File: config.mk
export PLATFORM = sky130hd
export DESIGN_NAME = mult8_seq_ctrl
export DESIGN_NICKNAME = d
export VERILOG_FILES = /design/src/rtl/mult8_seq_ctrl.sv
export SDC_FILE = /design/constraint.sdc
export NUM_CORES = 1
export LEC_CHECK = 0
export CELL_PAD_IN_SITES_DETAIL_PLACEMENT = 0
export CELL_PAD_IN_SITES_GLOBAL_PLACEMENT = 1
export CORE_ASPECT_RATIO = 1.75
export CORE_MARGIN = 2
export CORE_UTILIZATION = 45
export CTS_BUF_LIST = sky130_fd_sc_hd__clkbuf_4 sky130_fd_sc_hd__clkbuf_8
export DETAILED_ROUTE_END_ITERATION = 10
export PLACE_DENSITY = 0.92
export SYNTH_ARGS = -nofsm -noshare
export SYNTH_HDL_FRONTEND = slang
export SYNTH_SLANG_ARGS = --single-unit
File: constraint.sdc
create_clock -name clk -period 5.83 [get_ports clk]
set_clock_uncertainty 0.1 [all_clocks]
set_input_delay 0.8745 -clock clk [delete_from_list [all_inputs] [get_ports clk]]
set_output_delay 0.8745 -clock clk [all_outputs]
set_load 0.1 [all_outputs]
File: src/rtl/mult8_seq_ctrl.sv
// mult8_seq_ctrl: 8x8 sequential multiplier controller, 4x4 partial product per step driven by an external 2-bit counter.
// Optional step-sequence checking via `define MULT_SEQ_CHECK_EN.
module mult8_seq_ctrl (
  input  logic        clk,
  input  logic        aclr_n,
  input  logic        start,
  input  logic [7:0]  dataa,
  input  logic [7:0]  datab,
  input  logic [1:0]  count_in,
  output logic        cnt_clr_n,
  output logic [15:0] product,
  output logic        done,
  output logic        busy,
  output logic        seq_err
);
  typedef enum logic [1:0] {IDLE, LOAD, RUN, DONE} state_t;
  state_t state;
  logic [7:0] a_r, b_r, pp;
  logic [3:0] pa, pb;
  logic [15:0] acc, term;
  logic last;
  assign pa = count_in[1] ? a_r[7:4] : a_r[3:0];
  assign pb = count_in[0] ? b_r[7:4] : b_r[3:0];
  assign pp = {4'd0, pa} * {4'd0, pb};
  assign term = count_in == 2'd0 ? {8'd0, pp} : count_in == 2'd3 ? {pp, 8'd0} : {4'd0, pp, 4'd0};
`ifdef MULT_SEQ_CHECK_EN
  logic [1:0] shadow;
  // The shadow step also bounds RUN so a stuck counter cannot hang the block.
  assign last = count_in == 2'd3 || shadow == 2'd3;
  always_ff @(posedge clk or negedge aclr_n)
    if (!aclr_n) begin
      shadow <= 2'd0;
      seq_err <= 1'b0;
    end else if (state == IDLE && start) seq_err <= 1'b0;
    else if (state == LOAD) shadow <= 2'd0;
    else if (state == RUN) begin
      shadow <= shadow + 2'd1;
      if (count_in != shadow) seq_err <= 1'b1;
    end
`else
  assign last = count_in == 2'd3;
  assign seq_err = 1'b0;
`endif
  always_ff @(posedge clk or negedge aclr_n)
    if (!aclr_n) begin
      state <= IDLE;
      a_r <= 8'd0;
      b_r <= 8'd0;
      acc <= 16'd0;
      product <= 16'd0;
      done <= 1'b0;
      busy <= 1'b0;
      cnt_clr_n <= 1'b0;
    end else begin
      done <= 1'b0;
      cnt_clr_n <= 1'b1;
      case (state)
        IDLE: if (start) begin
          a_r <= dataa;
          b_r <= datab;
          busy <= 1'b1;
          cnt_clr_n <= 1'b0;
          state <= LOAD;
        end
        LOAD: begin
          acc <= 16'd0;
          state <= RUN;
        end
        RUN: begin
          acc <= acc + term;
          if (last) begin
            product <= acc + term;
            done <= 1'b1;
            busy <= 1'b0;
            state <= DONE;
          end
        end
        default: state <= IDLE;
      endcase
    end
endmodule

## Word level (Yosys, flattened, before mapping)

Cells that the tools add are included.

- Flip-flop bits (word level): 53
- Input bits: 21
- Output and inout bits: 20
- Logic and storage cells: 38

- Add/subtract/negate cells: 1
- Multiply operators: 1
- Eq/ne operators: 5
- Muxes and demuxes: 15
- Reductions and logical operators: 8

Operator list:

| operator | count |
|---|---|
| two-way mux 16 bit | 2 |
| case mux 16 bit (2 select lines) | 1 |
| adder 16 bit | 1 |
| multiplier 4 x 4 -> 8 bit | 1 |
| two-way mux 4 bit | 2 |
| two-way mux 1 bit | 6 |
| case mux 2 bit (3 select lines) | 1 |
| AND reduction 2 bit | 3 |
| equality test 2 bit (second input constant) | 2 |
| zero test 2 bit | 2 |
| two-way mux 2 bit | 2 |
| inequality test 2 bit (second input constant) | 2 |
| nonzero test 2 bit | 2 |
| AND reduction 3 bit | 1 |
| equality test 2 x 1 -> 1 bit (second input constant) | 1 |
| case mux 1 bit (2 select lines) | 1 |

## Logic depth before layout (Yosys ltp)

- Depth after elaboration: 6
- Mapped depth: 22

## Worst setup path before layout

No wires, ideal clock.

- Path kind: input to register
- Start point: input port count_in[1]
- End point: register acc[15]
- Setup time: 0.069 ns
- Arrival: 5.859 ns
- Path slack: -0.198 ns
- Stages on the path: 22
- Path buffers: 2
- Cell sequence: clkbuf_1 -> buf_1 -> mux2i_1 -> or2_2 -> fa_1 -> inv_1 -> fa_1 -> inv_1 -> fa_1 -> inv_1 -> a21o_1 -> a21oi_1 -> xor2_1 -> o21ai_0 -> a22o_1 -> ha_1 -> o21ai_1 -> a211oi_1 -> a211o_1 -> and4b_1 -> or4_1 -> nand3_1

- Word-level cells in the longest chain between the ends: 6
- Elaborated cells between the ends (all ways): 8

RTL lines:

| item | line | text |
|---|---|---|
| from (decl) | 9 | `input logic [1:0] count_in,` |
| two-way mux 4 bit | 22 | `assign pa = count_in[1] ? a_r[7:4] : a_r[3:0];` |
| multiplier 4 x 4 -> 8 bit | 24 | `assign pp = {4'd0, pa} * {4'd0, pb};` |
| two-way mux 16 bit | 25 | `assign term = count_in == 2'd0 ? {8'd0, pp} : count_in == 2'd3 ? {pp, 8'd0} : {4'd0, pp, 4'd0};` |
| two-way mux 16 bit (*) | 25 |  |
| adder 16 bit (*) | 70 | `acc <= acc + term;` |
| case mux 16 bit (2 select lines) (*) | 57 | `case (state)` |
| to (signal assigned) | 70 |  |
| to (decl) | 20 | `logic [15:0] acc, term;` |

Mark *: on every way between the ends. The rest lies on a longest branch, timed or not.
A chain may end at the register's enable or synchronous reset.

## Worst setup path after layout

- Start point: input port count_in[0]
- End point: register acc[15]

- Word-level cells in the longest chain between the ends: 6
- Elaborated cells between the ends (all ways): 8

RTL lines:

| item | line | text |
|---|---|---|
| two-way mux 4 bit | 23 | `assign pb = count_in[0] ? b_r[7:4] : b_r[3:0];` |
| multiplier 4 x 4 -> 8 bit | 24 |  |
| two-way mux 16 bit | 25 |  |
| two-way mux 16 bit (*) | 25 |  |
| adder 16 bit (*) | 70 |  |
| case mux 16 bit (2 select lines) (*) | 57 |  |

Marked as above.

==> impl_metrics.json <==
{
  "outcome": "finished, final reports clean",
  "tightest_slew_ps": 1090,
  "number_of_antenna_violations_at_the_first_check_in_global_routing": 0,
  "boundary_pin_count": 41,
  "post-synth-top-area-fraction_pct": 38.9,
  "main_area_contributors_after_synthesis": "dfrtp_1, ha_1, mux2_2, o21ai_0, nand2_1",
  "grtUsageTotal_pct": 22.5,
  "tritoncts": "yes",
  "grt_start_max_net_pins": 54,
  "clk_latency_ps": 320,
  "synth_cell_types": 44,
  "coreArea_mm2": 0.00746,
  "drtIter0Drc": 104,
  "critical-path-max-stage-delay_ps": 590,
  "synthesis.nets": 407,
  "post_route_cells_drive_above_1_share_pct": 28.4,
  "ys_async_rst_share_pct": 100,
  "worst_ep_required_time_ps": 5990,
  "synth.yosys.seq_area_share_pct": 38.9,
  "synth_warnings": 0,
  "synth_area_leader_cell": "dfrtp_1",
  "yosys.cell_count.top_type": "dfrtp_1",
  "die_height_um": 119,
  "syn-mean-instance-area_um2": 9.71,
  "finalNetCount": 505,
  "insertedDiodeCount": 0,
  "slew_violations": 0,
  "r2r-end": "acc[15]$_DFFE_PN0P_",
  "n_fill_cell": 647,
  "post_synth_instance_area_mm2": 0.00341,
  "cts_htree_levels": 2,
  "grt.overflow.total": 0,
  "wire_length_of_the_first_global_routing_pass_mm": 14.7,
  "synth_enable_flop_cells": 0,
  "timing.fmax_mhz": 178,
  "netlist_instances": 351,
  "cp_cell_sequence": "dlygate4sd2_1 > mux2i_1 > or2_4 > fa_1 > inv_2 > fa_1 > buf_6 > ha_4 > a211oi_4 > or3b_4 > nand3_4 > mux2i_4 > o21ai_2 > ha_2 > a21o_1 > a211o_1 > a211o_1 > and4b_1 > or4_1 > nand3_1",
  "critical_path.n_buffers_inverters": 3,
  "worst_setup_hold_path_clk_slew_ps": 100,
  "rr_worst_depth": 19,
  "rows": 42,
  "timing.final.setup_violations": 0,
  "endpoint_with_the_worst_hold_slack": "product[5]$_DFFE_PN0P_",
  "antenna_violating_nets_post_route": 0,
  "ys_top_cells_by_count": "dfrtp_1, nand2_1, o21ai_0",
  "finalWeightedCongestion": 0.993,
  "hold_ws_ps": 386,
  "max_cap_violations": 0,
  "rsz_0062_raised_after_global_routing": "no",
  "final_hold_viol_count": 0,
  "tritoncts.num_buffers": 5,
  "timing.final.crit_share_pct": 96.1,
  "critical_path.reg2reg.startpoint": "b_r[1]$_DFFE_PN0P_",
  "ys_seq_elements": 53,
  "multi_input_area_mm2": 0.00215,
  "syn_to_final_growth_pct": 37.1,
  "hpwl_mm": 6.97,
  "layout.area.seq_mm2": 0.00133,
  "worstPathMaxFanout": 5,
  "detail_route.vias_per_cell": 5.51,
  "vias": 2966,
  "worst_setup_path_start_kind": "input port",
  "critical-path-top-delay-family": "adder cells",
  "root_buffer": "clkbuf_8",
  "dieWidth_um": 69.8,
  "post_drt_wl_per_cell_um": 16.4,
  "timing_worst_setup_path_type": "in -> reg",
  "setup_slack_of_the_most_critical_reg_to_reg_path_ps": 810,
  "detailedRoute.firstPassIterationCount": 4,
  "post-route-min-period_ps": 5600,
  "die_area_mm2": 0.00831,
  "clock-sinks": 53,
  "remaining_drc_errors": 0,
  "critical_path.slowest_cell": "fa_1",
  "holdCritStartpoint": "product[5]$_DFFE_PN0P_",
  "cts.path.max_buffers": 2,
  "initial_utilization_pct": 45.7,
  "totalWireLength_mm": 8.83,
  "synth_flop_cell": "dfrtp_1",
  "arrival_ps": 5760,
  "max-slew-margin-rel_pct": 27.2,
  "first_global_vias": 3177,
  "worstSetupEndpointType": "register",
  "worstHoldPathCells": 2,
  "buffer_ports.inserted": 39,
  "hold_class": "reg -> reg"
}
## metal layers
layer | up-vias | track usage [%] | share of wire [%]
met3 | 30 | 3.13 | 2.7
met2 | 67 | 44.2 | 59
met5 | - | 0 | 0
li1 | 1439 | - | -
met4 | 0 | 13.6 | 5.4
met1 | 1430 | 21.1 | 33
## registers in the layout, summed over array words and instances (netlist names)
register and count:
product 16, b_r 8, state 2, a_r 8, busy 1, done 1, acc 16, cnt_clr_n 1
## how the worst max path moves through the flow
stage	startpoint	to	slack, ps	cells past startpoint
finish	count_in[0]	acc[15]$_DFFE_PN0P_	230	20
global route	count_in[0]	acc[15]$_DFFE_PN0P_	80	21
CTS	count_in[1]	acc[15]$_DFFE_PN0P_	7	21
detailed placement	count_in[0]	acc[15]$_DFFE_PN0P_	-840	20
global placement	count_in[0]	acc[15]$_DFFE_PN0P_	-770	20
floorplan	count_in[0]	acc[15]$_DFFE_PN0P_	30	21
## layout make-up
cell class	count	area share [%]
inverter	20	1.61
multi-input combinational	266	46.0
timing repair buffer	103	18.7
clock inverter	3	1.47
clock buffer	5	1.47
tap	88	2.36
sequential	53	28.4
## cells by family after synthesis
group	synth area share (%)
and+or+nand+nor	11.3
xor gates and xnor gates	4.63
buffers and inverters	3.64
AOI/OAI and AO/OA	18.5
muxes	8.89
DFF	38.9
other	0.110
adders and majority gates	14.0
## stage by stage
step	TNS, ps	utilization [%]	cell area [µm²]	setup WS (ps)	std cells
2_1_floorplan	0	-	3410	32.5	351
3_3_place_gp	-6460	57.3	4270	-766	522
3_5_place_dp	-7650	57.3	4270	-837	522
4_1_cts	0	60.2	4490	6.82	533
5_1_grt	0	62.6	4670	75.9	538
6_report	0	62.6	4670	227	538
## worst min-delay path, cell delays in order, from the launching register on
cell     delay (ps)
dfrtp_1         350
nand2_1          50
o21ai_0          60
## layout by cell type (no fill, tap or decap), types with 8 or more instances in the layout
master / netlist / final
dfrtp_1: 53 / 53
o2bb2ai_1: 9 / 8
clkdlybuf4s50_1: 0 / 36
o21ai_0: 31 / 23
a21o_1: 9 / 9
xor2_1: 10 / 8
inv_1: 20 / 17
mux2_2: 18 / 18
ha_1: 30 / 25
xnor2_1: 8 / 8
nand2_1: 39 / 38
buf_4: 1 / 62
a21oi_1: 16 / 11
nor2_1: 22 / 21
nand3_1: 9 / 8
## what timing repair did
item / 4_1_cts / 5_1_grt
buffers inserted: 3 / 5
pin swaps: 8 / 26
setup endpoints to repair: 13 / 17
gates resized for setup: 18 / 34
hold buffers: 0 / 0
Power is not shown: default switching activity piles up to over one toggle a cycle in this logic, so the estimate is an artifact.
